### src/rtl/reg_bank_dump_pkg.sv
// Purpose : shared mode codes, physical index constants and the address map for the banked register file.
// Latency : none (types, constants and a combinational helper only).
// Backpr. : not applicable.
// Contents: mode_e (ARM mode codes), PHYS_* physical indices, reg_loc_t, state_e, phys_map().
package reg_bank_dump_pkg;

  // ARM CPSR mode field encodings. MODE_NONE marks an index outside the banked file.
  typedef enum logic [4:0] {
    MODE_NONE = 5'b00000,
    MODE_USE  = 5'b10000,
    MODE_FIQ  = 5'b10001,
    MODE_IRQ  = 5'b10010,
    MODE_SVC  = 5'b10011,
    MODE_ABT  = 5'b10111,
    MODE_UND  = 5'b11011,
    MODE_SYS  = 5'b11111
  } mode_e;

  // Logical register numbers and the first physical slot of each banked group.
  localparam logic [4:0] PHYS_R8      = 5'd8;
  localparam logic [4:0] PHYS_R13     = 5'd13;
  localparam logic [4:0] PHYS_R15     = 5'd15;
  localparam logic [4:0] PHYS_R8_FIQ  = 5'd16;
  localparam logic [4:0] PHYS_R13_SVC = 5'd23;
  localparam logic [4:0] PHYS_R13_ABT = 5'd25;
  localparam logic [4:0] PHYS_R13_IRQ = 5'd27;
  localparam logic [4:0] PHYS_R13_UND = 5'd29;

  typedef struct packed {
    logic [4:0] mode;
    logic [3:0] addr;
  } reg_loc_t;

  typedef enum logic [2:0] {
    ST_IDLE,
    ST_REQ,
    ST_WAIT,
    ST_SEND,
    ST_DONE
  } state_e;

  // Logical-to-physical address map: (mode, addr) -> physical index.
  // Registers not banked for the given mode resolve to the shared copy.
  function automatic logic [4:0] phys_map(input logic [4:0] mode, input logic [3:0] addr);
    logic [4:0] a5;
    logic       hi_pair;
    a5      = {1'b0, addr};
    hi_pair = (a5 >= PHYS_R13) && (a5 < PHYS_R15);
    phys_map = a5;
    case (mode)
      MODE_FIQ: if ((a5 >= PHYS_R8) && (a5 < PHYS_R15)) phys_map = PHYS_R8_FIQ + (a5 - PHYS_R8);
      MODE_SVC: if (hi_pair) phys_map = PHYS_R13_SVC + (a5 - PHYS_R13);
      MODE_ABT: if (hi_pair) phys_map = PHYS_R13_ABT + (a5 - PHYS_R13);
      MODE_IRQ: if (hi_pair) phys_map = PHYS_R13_IRQ + (a5 - PHYS_R13);
      MODE_UND: if (hi_pair) phys_map = PHYS_R13_UND + (a5 - PHYS_R13);
      default:  phys_map = a5;
    endcase
  endfunction

endpackage

### src/rtl/reg_bank_dump_unmap.sv
// Purpose : reverse address map, physical index -> canonical (mode, logical addr).
// Latency : combinational.
// Backpr. : not applicable.
// Ports   : phys_i[4:0] in; mode_o[4:0], addr_o[3:0] out (MODE_NONE / 4'hF past the last slot).
module reg_phys_unmap
  import reg_bank_dump_pkg::*;
(
  input  logic [4:0] phys_i,
  output logic [4:0] mode_o,
  output logic [3:0] addr_o
);

  always_comb begin
    mode_o = MODE_NONE;
    addr_o = 4'hF;
    if (phys_i <= PHYS_R15) begin
      // Shared registers are reported under user mode.
      mode_o = MODE_USE;
      addr_o = phys_i[3:0];
    end else if (phys_i < PHYS_R13_SVC) begin
      mode_o = MODE_FIQ;
      addr_o = 4'(phys_i - PHYS_R8_FIQ + PHYS_R8);
    end else if (phys_i < PHYS_R13_ABT) begin
      mode_o = MODE_SVC;
      addr_o = 4'(phys_i - PHYS_R13_SVC + PHYS_R13);
    end else if (phys_i < PHYS_R13_IRQ) begin
      mode_o = MODE_ABT;
      addr_o = 4'(phys_i - PHYS_R13_ABT + PHYS_R13);
    end else if (phys_i < PHYS_R13_UND) begin
      mode_o = MODE_IRQ;
      addr_o = 4'(phys_i - PHYS_R13_IRQ + PHYS_R13);
    end else if (phys_i < (PHYS_R13_UND + 5'd2)) begin
      mode_o = MODE_UND;
      addr_o = 4'(phys_i - PHYS_R13_UND + PHYS_R13);
    end
  end

endmodule

### src/rtl/reg_bank_dump.sv
// Purpose : walks every physical register, reads it over the spare port and streams (phys, mode, addr, data).
// Latency : first rf_re one cycle after start; 3 cycles per beat minimum; done one cycle after the last accept.
// Backpr. : beat held stable in SEND until out_ready; no new read is issued while stalled.
// Ports   : clk, rst (sync, active high), start -> busy, done; rf_re/rf_raddr -> rf_rdata;
//           out_valid/out_ready handshake carrying out_phys, out_mode, out_addr, out_data, out_last.
module reg_bank_dump
  import reg_bank_dump_pkg::*;
#(
  parameter int unsigned DATA_W   = 32,
  parameter int unsigned NUM_PHYS = 31
) (
  input  logic              clk,
  input  logic              rst,
  input  logic              start,
  output logic              busy,
  output logic              done,
  output logic              rf_re,
  output logic [4:0]        rf_raddr,
  input  logic [DATA_W-1:0] rf_rdata,
  output logic              out_valid,
  input  logic              out_ready,
  output logic [4:0]        out_phys,
  output logic [4:0]        out_mode,
  output logic [3:0]        out_addr,
  output logic [DATA_W-1:0] out_data,
  output logic              out_last
);

  localparam logic [4:0] LAST_IDX = 5'(NUM_PHYS - 1);

  state_e            state_q;
  logic [4:0]        idx_q;
  logic [4:0]        idx_d;
  logic              busy_q, done_q, rf_re_q, out_valid_q, out_last_q;
  logic [4:0]        rf_raddr_q, out_phys_q;
  reg_loc_t          loc_q;
  reg_loc_t          loc_now;
  logic [DATA_W-1:0] out_data_q;

  assign idx_d = idx_q + 5'd1;

  reg_phys_unmap u_unmap (
    .phys_i (idx_q),
    .mode_o (loc_now.mode),
    .addr_o (loc_now.addr)
  );

  always_ff @(posedge clk) begin
    if (rst) begin
      state_q     <= ST_IDLE;
      idx_q       <= '0;
      busy_q      <= 1'b0;
      done_q      <= 1'b0;
      rf_re_q     <= 1'b0;
      rf_raddr_q  <= '0;
      out_valid_q <= 1'b0;
      out_phys_q  <= '0;
      loc_q       <= '0;
      out_data_q  <= '0;
      out_last_q  <= 1'b0;
    end else begin
      // Read strobe and done are single-cycle unless re-armed below.
      rf_re_q    <= 1'b0;
      rf_raddr_q <= '0;
      done_q     <= 1'b0;
      case (state_q)
        ST_IDLE: begin
          if (start) begin
            idx_q      <= '0;
            busy_q     <= 1'b1;
            rf_re_q    <= 1'b1;
            rf_raddr_q <= '0;
            state_q    <= ST_REQ;
          end
        end
        ST_REQ: state_q <= ST_WAIT;
        ST_WAIT: begin
          // Read data lands now; register it together with its location tags.
          out_data_q  <= rf_rdata;
          out_phys_q  <= idx_q;
          loc_q       <= loc_now;
          out_last_q  <= (idx_q == LAST_IDX);
          out_valid_q <= 1'b1;
          state_q     <= ST_SEND;
        end
        ST_SEND: begin
          if (out_ready) begin
            out_valid_q <= 1'b0;
            if (idx_q == LAST_IDX) begin
              busy_q  <= 1'b0;
              done_q  <= 1'b1;
              state_q <= ST_DONE;
            end else begin
              idx_q      <= idx_d;
              rf_re_q    <= 1'b1;
              rf_raddr_q <= idx_d;
              state_q    <= ST_REQ;
            end
          end
        end
        ST_DONE: state_q <= ST_IDLE;
        default: state_q <= ST_IDLE;
      endcase
    end
  end

  assign busy      = busy_q;
  assign done      = done_q;
  assign rf_re     = rf_re_q;
  assign rf_raddr  = rf_raddr_q;
  assign out_valid = out_valid_q;
  assign out_phys  = out_phys_q;
  assign out_mode  = loc_q.mode;
  assign out_addr  = loc_q.addr;
  assign out_data  = out_data_q;
  assign out_last  = out_last_q;

endmodule

### config.mk
export PLATFORM = sky130hd
export DESIGN_NAME = reg_bank_dump
export DESIGN_NICKNAME = d
export VERILOG_FILES = /design/src/rtl/reg_bank_dump_pkg.sv /design/src/rtl/reg_bank_dump_unmap.sv /design/src/rtl/reg_bank_dump.sv
export SDC_FILE = /design/constraint.sdc
export NUM_CORES = 1
export LEC_CHECK = 0
export ABC_AREA = 1
export BUFFER_PORTS_ARGS = -buffer_cell sky130_fd_sc_hd__buf_2
export CAP_MARGIN = 20
export CORE_MARGIN = 10
export CORE_UTILIZATION = 45
export DETAILED_ROUTE_END_ITERATION = 7
export GPL_TIMING_DRIVEN = 0
export HOLD_SLACK_MARGIN = 0.03
export PLACE_DENSITY = 0.77
export SYNTH_ARGS = -nofsm -noshare
export SYNTH_HDL_FRONTEND = slang
export SYNTH_SLANG_ARGS = --single-unit
### constraint.sdc
create_clock -name clk -period 1.5 [get_ports clk]
set_clock_uncertainty 0.05 [all_clocks]
set_input_delay 0.3 -clock clk [delete_from_list [all_inputs] [get_ports clk]]
set_output_delay 0.3 -clock clk [all_outputs]
set_load 0.02 [all_outputs]
Yosys cells after proc, flatten, opt, wreduce, memory -nomap -nowiden

Cells that the tools add are included.

Word-level logic and storage cells: 79
Register bits after elaboration: 64
Bits of input ports: 36

Reductions and logical operators: 9
Bitwise gates (word level): 2
Multiplexer cells: 31
$add $sub $neg: 11
Equality and inequality tests: 8
Order comparisons: 6

Operators by type and width:

| kind                                                | count |
|---|---|
| 2-to-1 mux 5 bit                                    | 9 |
| less-than comparator 5 bit, second input constant   | 5 |
| 2-to-1 mux 4 bit                                    | 6 |
| adder 4 bit, second input constant                  | 5 |
| case mux 3 bit (4 select lines)                     | 1 |
| subtractor 4 bit, second input constant             | 3 |
| case mux 5 bit (2 select lines)                     | 1 |
| 2-to-1 mux 3 bit                                    | 3 |
| 2-to-1 mux 1 bit                                    | 8 |
| inequality test 2 bit, second input constant        | 4 |
| AND reduction 4 bit                                 | 2 |
| == test 3 x 2 -> 1 bit, second input constant       | 2 |
| case mux 1 bit (2 select lines)                     | 3 |
| adder 5 x 1 -> 5 bit, second input constant         | 1 |
| == test 5 bit, second input constant                | 1 |
| <= comparator 5 x 4 -> 1 bit, second input constant | 1 |
| AND reduction 2 bit                                 | 2 |
| nonzero test 2 bit                                  | 2 |
| OR reduction 4 bit                                  | 1 |
| subtractor 4 x 1 -> 4 bit, second input constant    | 1 |
| subtractor 4 x 3 -> 4 bit, second input constant    | 1 |
| == test 3 x 1 -> 1 bit, second input constant       | 1 |
| logical NOT 3 bit                                   | 1 |
| OR reduction 3 bit                                  | 1 |
| NOT 1 bit                                           | 2 |

Depth between registers and ports, before layout

Gate-level depths: netlist (run 1).

Depth in word-level cells: 8
Depth in mapped cells: 11
Gate-level depth less buffers: 11

Modules after synthesis

Synthesis (run 1) repeated with hierarchy kept, for this count alone.

Cells, all modules: 367
Area total of the unflattened synthesis: 2,810.2 um2

Modules (own cells, without submodules):

| module         | sequential area each (um2) | instances | cells an instance | area each (um2) |
|---|---|---|---|---|
| reg_bank_dump  | 1,281.2                    | 1         | 307               | 2,439.8 |
| reg_phys_unmap | 0.0                        | 1         | 60                | 370.4 |

Worst setup path after synthesis (run 1)

OpenSTA, ideal clock, no wires.

Path kind: reg-to-reg
From: register idx_q[2]
To: register loc_q, in the netlist out_mode[4]
Setup time: 0.114 ns
Arrival time: 1.367 ns
Path slack: -0.031 ns
Stages on the path, launching flop included: 11
Data required time: 1.336 ns
Cells stage by stage: dfxtp_1 -> inv_1 -> ha_1 -> inv_1 -> a21oi_1 -> nor2_4 -> inv_2 -> nor3_2 -> nand3_1 -> o211ai_2 -> inv_1

Longest elaborated chain between the ends: 7
Elaborated cells between the ends (all ways): 12
Classes of those cells: 6 x order compare; 6 x mux

Ends and longest elaborated chain:

| element                    | line                      | source |
|---|---|---|
| start: declaration         | reg_bank_dump.sv:32       | `logic [4:0] idx_q;` |
| start signal: assignment   | reg_bank_dump.sv:94       | `idx_q <= idx_d;` |
| less-than comparator 5 bit | reg_bank_dump_unmap.sv:32 | `end else if (phys_i < (PHYS_R13_UND + 5'd2)) begin` |
| 2-to-1 mux 5 bit           | reg_bank_dump_unmap.sv:32 |  |
| 2-to-1 mux 5 bit           | reg_bank_dump_unmap.sv:29 | `end else if (phys_i < PHYS_R13_UND) begin` |
| 2-to-1 mux 5 bit           | reg_bank_dump_unmap.sv:26 | `end else if (phys_i < PHYS_R13_IRQ) begin` |
| 2-to-1 mux 5 bit           | reg_bank_dump_unmap.sv:23 | `end else if (phys_i < PHYS_R13_ABT) begin` |
| 2-to-1 mux 5 bit           | reg_bank_dump_unmap.sv:20 | `end else if (phys_i < PHYS_R13_SVC) begin` |
| 2-to-1 mux 5 bit *         | reg_bank_dump_unmap.sv:16 | `if (phys_i <= PHYS_R15) begin` |
| end signal: assignment     | reg_bank_dump.sv:81       | `loc_q <= loc_now;` |
| end: declaration           | reg_bank_dump.sv:36       | `reg_loc_t loc_q;` |

Every way passes the cells marked *; elsewhere a longest branch is shown, timed or not.
A chain may end at the register's enable or synchronous reset.

Worst setup path after layout (run 1)

From: register idx_q[0]
To: register idx_q[2]

Longest elaborated chain between the ends: 4
Elaborated cells between the ends (all ways): 7
Classes of those cells: 1 x add/sub; 2 x eq/ne; 3 x mux; 1 x reduce/logical

Ends and longest elaborated chain:

| element                         | line                | source |
|---|---|---|
| adder 5 x 1 -> 5 bit            | reg_bank_dump.sv:40 | `assign idx_d = idx_q + 5'd1;` |
| 2-to-1 mux 5 bit                | reg_bank_dump.sv:89 | `if (idx_q == LAST_IDX) begin` |
| 2-to-1 mux 5 bit                | reg_bank_dump.sv:87 | `if (out_ready) begin` |
| case mux 5 bit (2 select lines) | reg_bank_dump.sv:66 | `case (state_q)` |

Several ways; a longest one is shown, not always the timed one. The select of a mux whose other input is x is not followed.

==> qor.csv, run 1 <==
stage,metric,value,unit
status,status,"complete, but fails checks",
status,violations,setup timing,
finish,final_nets,509,
logic_synthesis,yosys.cell_types.count,28,
die,fp-row-count,28,
place,portBuffers,91,
timing,period_minus_slack,1.57,ns
worst_setup_path,rr_endpoint,idx_q[2],
worst_setup_path,worst-setup-path-type,flop to flop,
routing,drc,0,
min_path,hp-class,primary input to flop,
worst_setup_path,crit_path_end,idx_q[2],
clocking,cts_tree,yes,
timing,setup_slack,-0.0703,ns
clocking,ctsRootBufferMaster,clkbuf_8,
timing,hold_violations,0,
routing,wirelength,7970,microns
worst_setup_path,worst_setup_path_end_kind,flop,
timing,setup_viol,11,
clocking,clk_pin_slew_worst_paths,0.07,ns
timing,fmax,637,MHz
finish,instances_no_fill,543,
die,die_x,97.1,microns
place,dp_hpwl,5320,microns
finish,num-fill-cells,505,
clocking,clockBufferDepth,2,
global_route,grt_max_degree,11,
global_route,grt-ovfl-total,0,
worst_setup_path,critPathRequiredTime,1.65,ns
worst_setup_path,cp_data_arrival_time,1.72,ns
clocking,insertion_delay,0.33,ns
worst_setup_path,cp-startpoint,idx_q[0],
worst_setup_path,startpoint_type,flop,
logic_synthesis,async_reset_ff_share,0,%
finish,final_cell_mix,"98 x buf_2, 80 x nor2_1, 60 x dfxtp_1, 40 x o21ai_0, 32 x nand2_1",
timing,tns,-0.475,ns
place,placed_cells,508,
pwr,power_density,1110,nW/um^2
clocking,cts.sinks,64,
logic_synthesis,syn_inst,342,
place,routabilityCongestion,0.862,
die,coreArea,5850,sq um
finish,final_common_cell,buf_2,
die,die_height,97.1,microns
global_route,grt_pass1_wl,12400,microns
worst_setup_path,r2r_cells,11,
logic_synthesis,synth_nets,387,
worst_setup_path,r2r-start,idx_q[0],
finish,antenna_cells,0,
logic_synthesis,yosysWarnings,0,
finish,drive_gt1_share,42.7,%
clocking,postCtsHoldBufs,0,
routing,drt-initial-drc-count,178,
logic_synthesis,yosysSeqAreaShare,47.9,%
timing,maxSlewHeadroom,60.9,%
clocking,cts_inserted_buffers,9,
logic_synthesis,syn_avg_cell_area,7.82,sq um
finish,area_growth,45.0,%
timing,post-route-period-util,105,%
routing,ant_nets,0,
logic_synthesis,syn_area,2680,sq um
timing,rsz0062_at_grt,true,
finish,regArea,1290,sq um
min_path,whs_path_depth,3,
timing,finalMaxSlewViolations,0,
finish,utilization,66.3,%
die,io_pins,92,
routing,drtPass1Iterations,4,
global_route,antenna_found_initial,0,
die,dieArea,9430,sq um
logic_synthesis,synth_edf_count,0,
routing,wire_per_inst,14.7,microns
routing,viasPerCell,4.85,
finish,multi_input_comb_area,1410,sq um
pwr,peakVddDrop,0.652,mV
logic_synthesis,yosys_register_bits,64,
logic_synthesis,ys.flop_type,dfxtp_1,
clocking,htreeDepth,3,
worst_setup_path,r2r_slack,-0.07,ns
job,cap_violations,0,
global_route,grt_use_total,15.6,%
pwr,p_leak,0.00183,uW
timing,tightest_slew,0.587,ns
worst_setup_path,path_max_fanout,5,
global_route,grt_pass1_vias,2571,
routing,vias,2634,
die,initial_core_util,45.7,%
cells by family after synthesis:
kind of cell             synth area share, %
adder cells (fa/ha/maj)                 4.21
AO/OA/AOI/OAI                           14.8
XOR/XNOR                               0.327
buffers and inverters                   7.62
flip-flops                              47.9
AND/OR/NAND/NOR                         25.1
routing by layer:
layer,wire (microns),up-vias,track usage (%)
li1,-,1348,-
met1,3370,1185,18.5
met2,3920,91,25.9
met3,582,10,4.77
met4,102,0,5.79
met5,0,-,0
cell usage after synthesis, types with 3 or more instances:
cell type | instances | share of area (%)
nor2_1 | 83 | 12
a21oi_1 | 19 | 3.6
dfxtp_1 | 64 | 48
ha_1 | 9 | 4.2
o22ai_1 | 3 | 0.70
inv_2 | 7 | 0.98
nand3_1 | 11 | 2.1
nand2_1 | 38 | 5.3
nand2_2 | 5 | 1.2
nor2_4 | 4 | 1.7
buf_6 | 3 | 1.3
o21ai_0 | 43 | 8.0
clkbuf_1 | 6 | 0.84
nor3_1 | 3 | 0.56
buf_2 | 7 | 1.3
inv_1 | 21 | 2.9
a21oi_2 | 3 | 0.98
sequential cells by signal, indices dropped and copies added, names as in the netlist:
| signal | flops |
|---|---|
| out_phys | 5 |
| idx_q | 5 |
| out_data | 32 |
| out_mode | 5 |
| out_addr | 4 |
| out_last | 1 |
| busy | 1 |
| rf_re | 1 |
| out_valid | 1 |
| done | 1 |
| rf_raddr | 5 |
| state_q | 3 |
critical path, cell delays in order, from the launching register on:
cell	delay [ns]
dfxtp_2	0.35
buf_6	0.11
inv_4	0.03
ha_4	0.15
nand2_4	0.06
nor2_4	0.05
nor3_4	0.22
nand2_4	0.12
nand2_4	0.12
o22ai_2	0.08
inv_1	0.07
nor2_1	0.04
how the worst min path moves through the flow:
stage                 startpoint            to  slack (ns)
floorplan           rf_rdata[31]  out_data[31]        0.38
global placement     out_mode[0]   out_mode[0]        0.40
detailed placement   out_addr[0]   out_addr[0]        0.40
CTS                  rf_rdata[3]   out_data[3]        0.12
global route         rf_rdata[7]   out_data[7]        0.13
finish               rf_rdata[3]   out_data[3]        0.13
power breakdown:
| part | switching (uW) | total [uW] | leakage [uW] | internal [uW] |
|---|---|---|---|---|
| registers | 69.4 | 1910 | 0.000524 | 1840 |
| logic | 487 | 745 | 0.00119 | 258 |
| clock network | 635 | 1650 | 0.000112 | 1020 |
stage by stage:
stage	hold WS (ns)	worst slack, ns	total power (uW)	area [sq um]
global placement	0.400	-0.179	2650	3230
CTS	0.125	-0.0519	4320	3740
global route	0.134	-0.172	4480	3880
finish	0.134	-0.0703	4300	3880
detailed placement	0.401	-0.208	2670	3230
floorplan	0.385	0.00930	2400	2680
cell type report:
cell class / instances / share of cell area [%]
multi-input cells: 233 / 36.3
flip-flops and latches: 64 / 33.3
repair buffers: 111 / 16.6
clock buffers: 12 / 4.00
inverters: 28 / 3.16
plain buffers: 17 / 2.55
well taps: 75 / 2.42
clock inverters: 3 / 1.68
timing repair:
item / CTS / global route
setup buffers: 15 / 5
gates resized for setup: 47 / 26
setup endpoints to repair: 19 / 21
pin swaps: 18 / 16
No activity file was read; power rests on OpenSTA's default activity.
==> inputs of run 2 (changes only) <==
--- a/config.mk
+++ b/config.mk
@@ -5,15 +5,14 @@
 export SDC_FILE = /design/constraint.sdc
 export NUM_CORES = 1
 export LEC_CHECK = 0
-export ABC_AREA = 1
 export BUFFER_PORTS_ARGS = -buffer_cell sky130_fd_sc_hd__buf_2
 export CAP_MARGIN = 20
 export CORE_MARGIN = 10
-export CORE_UTILIZATION = 45
+export CORE_UTILIZATION = 44
 export DETAILED_ROUTE_END_ITERATION = 7
 export GPL_TIMING_DRIVEN = 0
 export HOLD_SLACK_MARGIN = 0.03
-export PLACE_DENSITY = 0.77
+export PLACE_DENSITY = 0.76
 export SYNTH_ARGS = -nofsm -noshare
 export SYNTH_HDL_FRONTEND = slang
 export SYNTH_SLANG_ARGS = --single-unit
==> run 2 against run 1 <==
Against the previous run: the flow still finishes with violations (setup timing); final cell count shrank 1.1%; clock-buffer cell count is 1 lower; total power decreased by 6.6%; global-route usage up 1.2 points; synthesized cell count is 7.3% lower; worst setup slack lost 0.26 ns; first-iteration DRC count increased by 36%; largest power group unchanged.
==> qor.csv, run 2 <==
stage,metric,value,unit,change
logic_synthesis,synthTopCellsByCount,"83 x nand2_1, 64 x dfxtp_1, 53 x a21oi_1, 17 x nor2_1, 12 x clkbuf_1",,
die,die_x,97.4,microns,+0.29%
worst_setup_path,startpoint_type,flop,,
timing,finalMaxSlewViolations,0,,unchanged
finish,antenna_cells,0,,unchanged
place,dp_hpwl,5820,microns,+9.4%
status,status,"complete, but fails checks",,
logic_synthesis,yosys_register_bits,64,,unchanged
pwr,p_leak,0.00184,uW,+0.60%
worst_setup_path,cp_data_arrival_time,2.01,ns,+0.29 ns
timing,fmax,546,MHz,-14%
die,io_pins,92,,unchanged
logic_synthesis,synthTopCellsByArea,"dfxtp_1 49%, nand2_1 12%, a21oi_1 10%, ha_1 4.3%, nor2_1 2.4%",,
die,die_height,97.4,microns,+0.29%
clocking,htreeDepth,3,,unchanged
routing,vias,2967,,+13%
routing,drtPass1Iterations,6,,+2
logic_synthesis,syn_avg_cell_area,8.31,sq um,+6.3%
logic_synthesis,yosys.cell_types.count,46,,+64%
min_path,whs_path_depth,3,,unchanged
global_route,grt_pass1_wl,13100,microns,+5.3%
logic_synthesis,yosysMostFrequentCell,nand2_1,,
routing,drt-initial-drc-count,242,,+36%
worst_setup_path,path_max_fanout,8,,+3
place,placed_area,3270,sq um,+1.4%
logic_synthesis,synth_edf_count,0,,unchanged
finish,drive_gt1_share,54.1,%,+11 points
finish,area_growth,63.7,%,
worst_setup_path,r2r_cells,7,,-4
finish,final_nets,502,,-1.4%
finish,final_cell_area,4310,sq um,+11%
pwr,peakVddDrop,0.712,mV,+9.2%
timing,maxSlewHeadroom,51.4,%,-9.4 points
timing,tightest_slew,0.728,ns,+0.141 ns
timing,whs,0.123,ns,-0.0116 ns
timing,post-route-period-util,122,%,+17 points
logic_synthesis,synth_nets,362,,-6.5%
finish,final_common_cell,buf_2,,
place,placed_cells,482,,-5.1%
clocking,clk_pin_slew_worst_paths,0.08,ns,about the same
timing,setup_slack,-0.333,ns,-0.262 ns
place,portBuffers,90,,-1.1%
job,cap_violations,0,,unchanged
die,coreArea,5850,sq um,unchanged
die,initial_core_util,45.0,%,-0.68 points
worst_setup_path,critPathRequiredTime,1.68,ns,+0.03 ns
timing,hold_violations,0,,unchanged
global_route,antenna_found_initial,0,,unchanged
clocking,cts.sinks,64,,unchanged
logic_synthesis,synth_top_cell_area_share,48.6,%,+0.73 points
clocking,ctsRootBufferMaster,clkbuf_8,,
timing,rsz0062_at_grt,true,,
status,violations,setup timing,,
logic_synthesis,syn_area,2640,sq um,-1.5%
clocking,cts_tree,yes,,
clocking,insertion_delay,0.35,ns,+0.02 ns
routing,drc,0,,unchanged
worst_setup_path,worst_setup_path_end_kind,flop,,
min_path,hp-class,primary input to flop,,
timing,setup_viol,37,,+26
global_route,grt_pass1_vias,2675,,+4.0%
pwr,power_density,932,nW/um^2,-16%
global_route,grt-ovfl-total,0,,unchanged
logic_synthesis,yosysTopAreaCell,dfxtp_1,,
global_route,grt_use_total,16.8,%,+1.2 points
logic_synthesis,async_reset_ff_share,0,%,unchanged
routing,ant_nets,0,,unchanged
die,fp-row-count,28,,unchanged
logic_synthesis,ys.flop_type,dfxtp_1,,
die,dieArea,9480,sq um,+0.59%
routing,wirelength,9890,microns,+24%
logic_synthesis,yosysWarnings,0,,unchanged
global_route,grt_max_degree,13,,+2
finish,final_cell_mix,"92 x buf_2, 57 x dfxtp_1, 56 x nand2_1, 33 x a21oi_1, 26 x buf_4",,
worst_setup_path,worst-setup-path-type,flop to flop,,
routing,viasPerCell,5.53,,+14%
clocking,clockBufferDepth,2,,unchanged
logic_synthesis,syn_inst,317,,-7.3%
timing,period_minus_slack,1.83,ns,+0.262 ns
clocking,cts_inserted_buffers,9,,unchanged
finish,instances_no_fill,537,,-1.1%
finish,largest_reg_flops,32,,unchanged
routing,wire_per_inst,18.4,microns,+25%
place,routabilityCongestion,0.915,,+6.1%
logic_synthesis,yosysSeqAreaShare,48.6,%,+0.73 points
run 2: cell types whose count changed after synthesis, sizes merged, moves of 22 or more:
cell,delta
nor2,-70
nand2,+38
inv,-22
o21ai,-39
a21oi,+31
run 2: critical path: stages, from the launching register on:
cell	delay [ns]
dfxtp_4	0.37
ha_2	0.25
a21oi_1	0.44
nor3_4	0.07
buf_4	0.15
buf_4	0.13
o22ai_1	0.19
a211oi_2	0.05
run 2: path summary, 6_finish.rpt:
check | start | end | slack (ns)
worst max register to register | idx_q[1] | out_addr[2] | -0.33
worst max-delay path | idx_q[1] | out_addr[2] | -0.33
worst min register to register | out_data[18] | out_data[18] | 0.41
worst min-delay path | rf_rdata[21] | out_data[21] | 0.12
run 2: per-layer routing:
metal / track usage, % / share of wire, % / vias up
met3: 5.69 / 9.1 / 44
met4: 10.3 / 3.3 / 0
met2: 25.3 / 48 / 192
met5: 0 / 0 / -
met1: 20.2 / 40 / 1367
li1: - / - / 1364
run 2: final cells by class:
class                   instances  area (sq um)
fillers                       409          1540
repair buffers                129           872
multi-input cells             225          1610
well taps                      75          93.8
flip-flops and latches         64          1300
inverters                       6          33.8
plain buffers                  22           219
clock inverters                 5          38.8
clock buffers                  11           151
run 2: cells by family after synthesis:
group                    after synthesis  synth area share [%]
buffers and inverters                 28                  5.27
AO/OA/AOI/OAI                         84                  19.4
AND/OR/NAND/NOR                      130                  21.8
flip-flops                            64                  48.6
adder cells (fa/ha/maj)                9                  4.27
XOR/XNOR                               2                 0.665
run 2: what timing repair did:
item / 4_1_cts / 5_1_grt
endpoints found under the setup margin: 54 / 59
gates resized for setup: 35 / 102
setup buffers: 16 / 18
gates cloned: 0 / 5
hold buffers: 0 / 0
pin swaps: 12 / 32
run 2: report_power, final:
part	internal (uW)	switching [uW]
clock	701	732
combinational	342	415
sequential	1770	56.7
total	2820	1200
run 2: metrics by stage:
stage	setup TNS, ns	power (uW)	setup WS [ns]	utilization [%]
2_1_floorplan	-0.906	2160	-0.238	-
3_3_place_gp	-8.82	2340	-0.418	55.9
3_5_place_dp	-9.82	2350	-0.440	55.9
4_1_cts	-2.68	3800	-0.264	63.2
5_1_grt	-5.02	4160	-0.382	73.7
6_report	-3.21	4020	-0.333	73.7
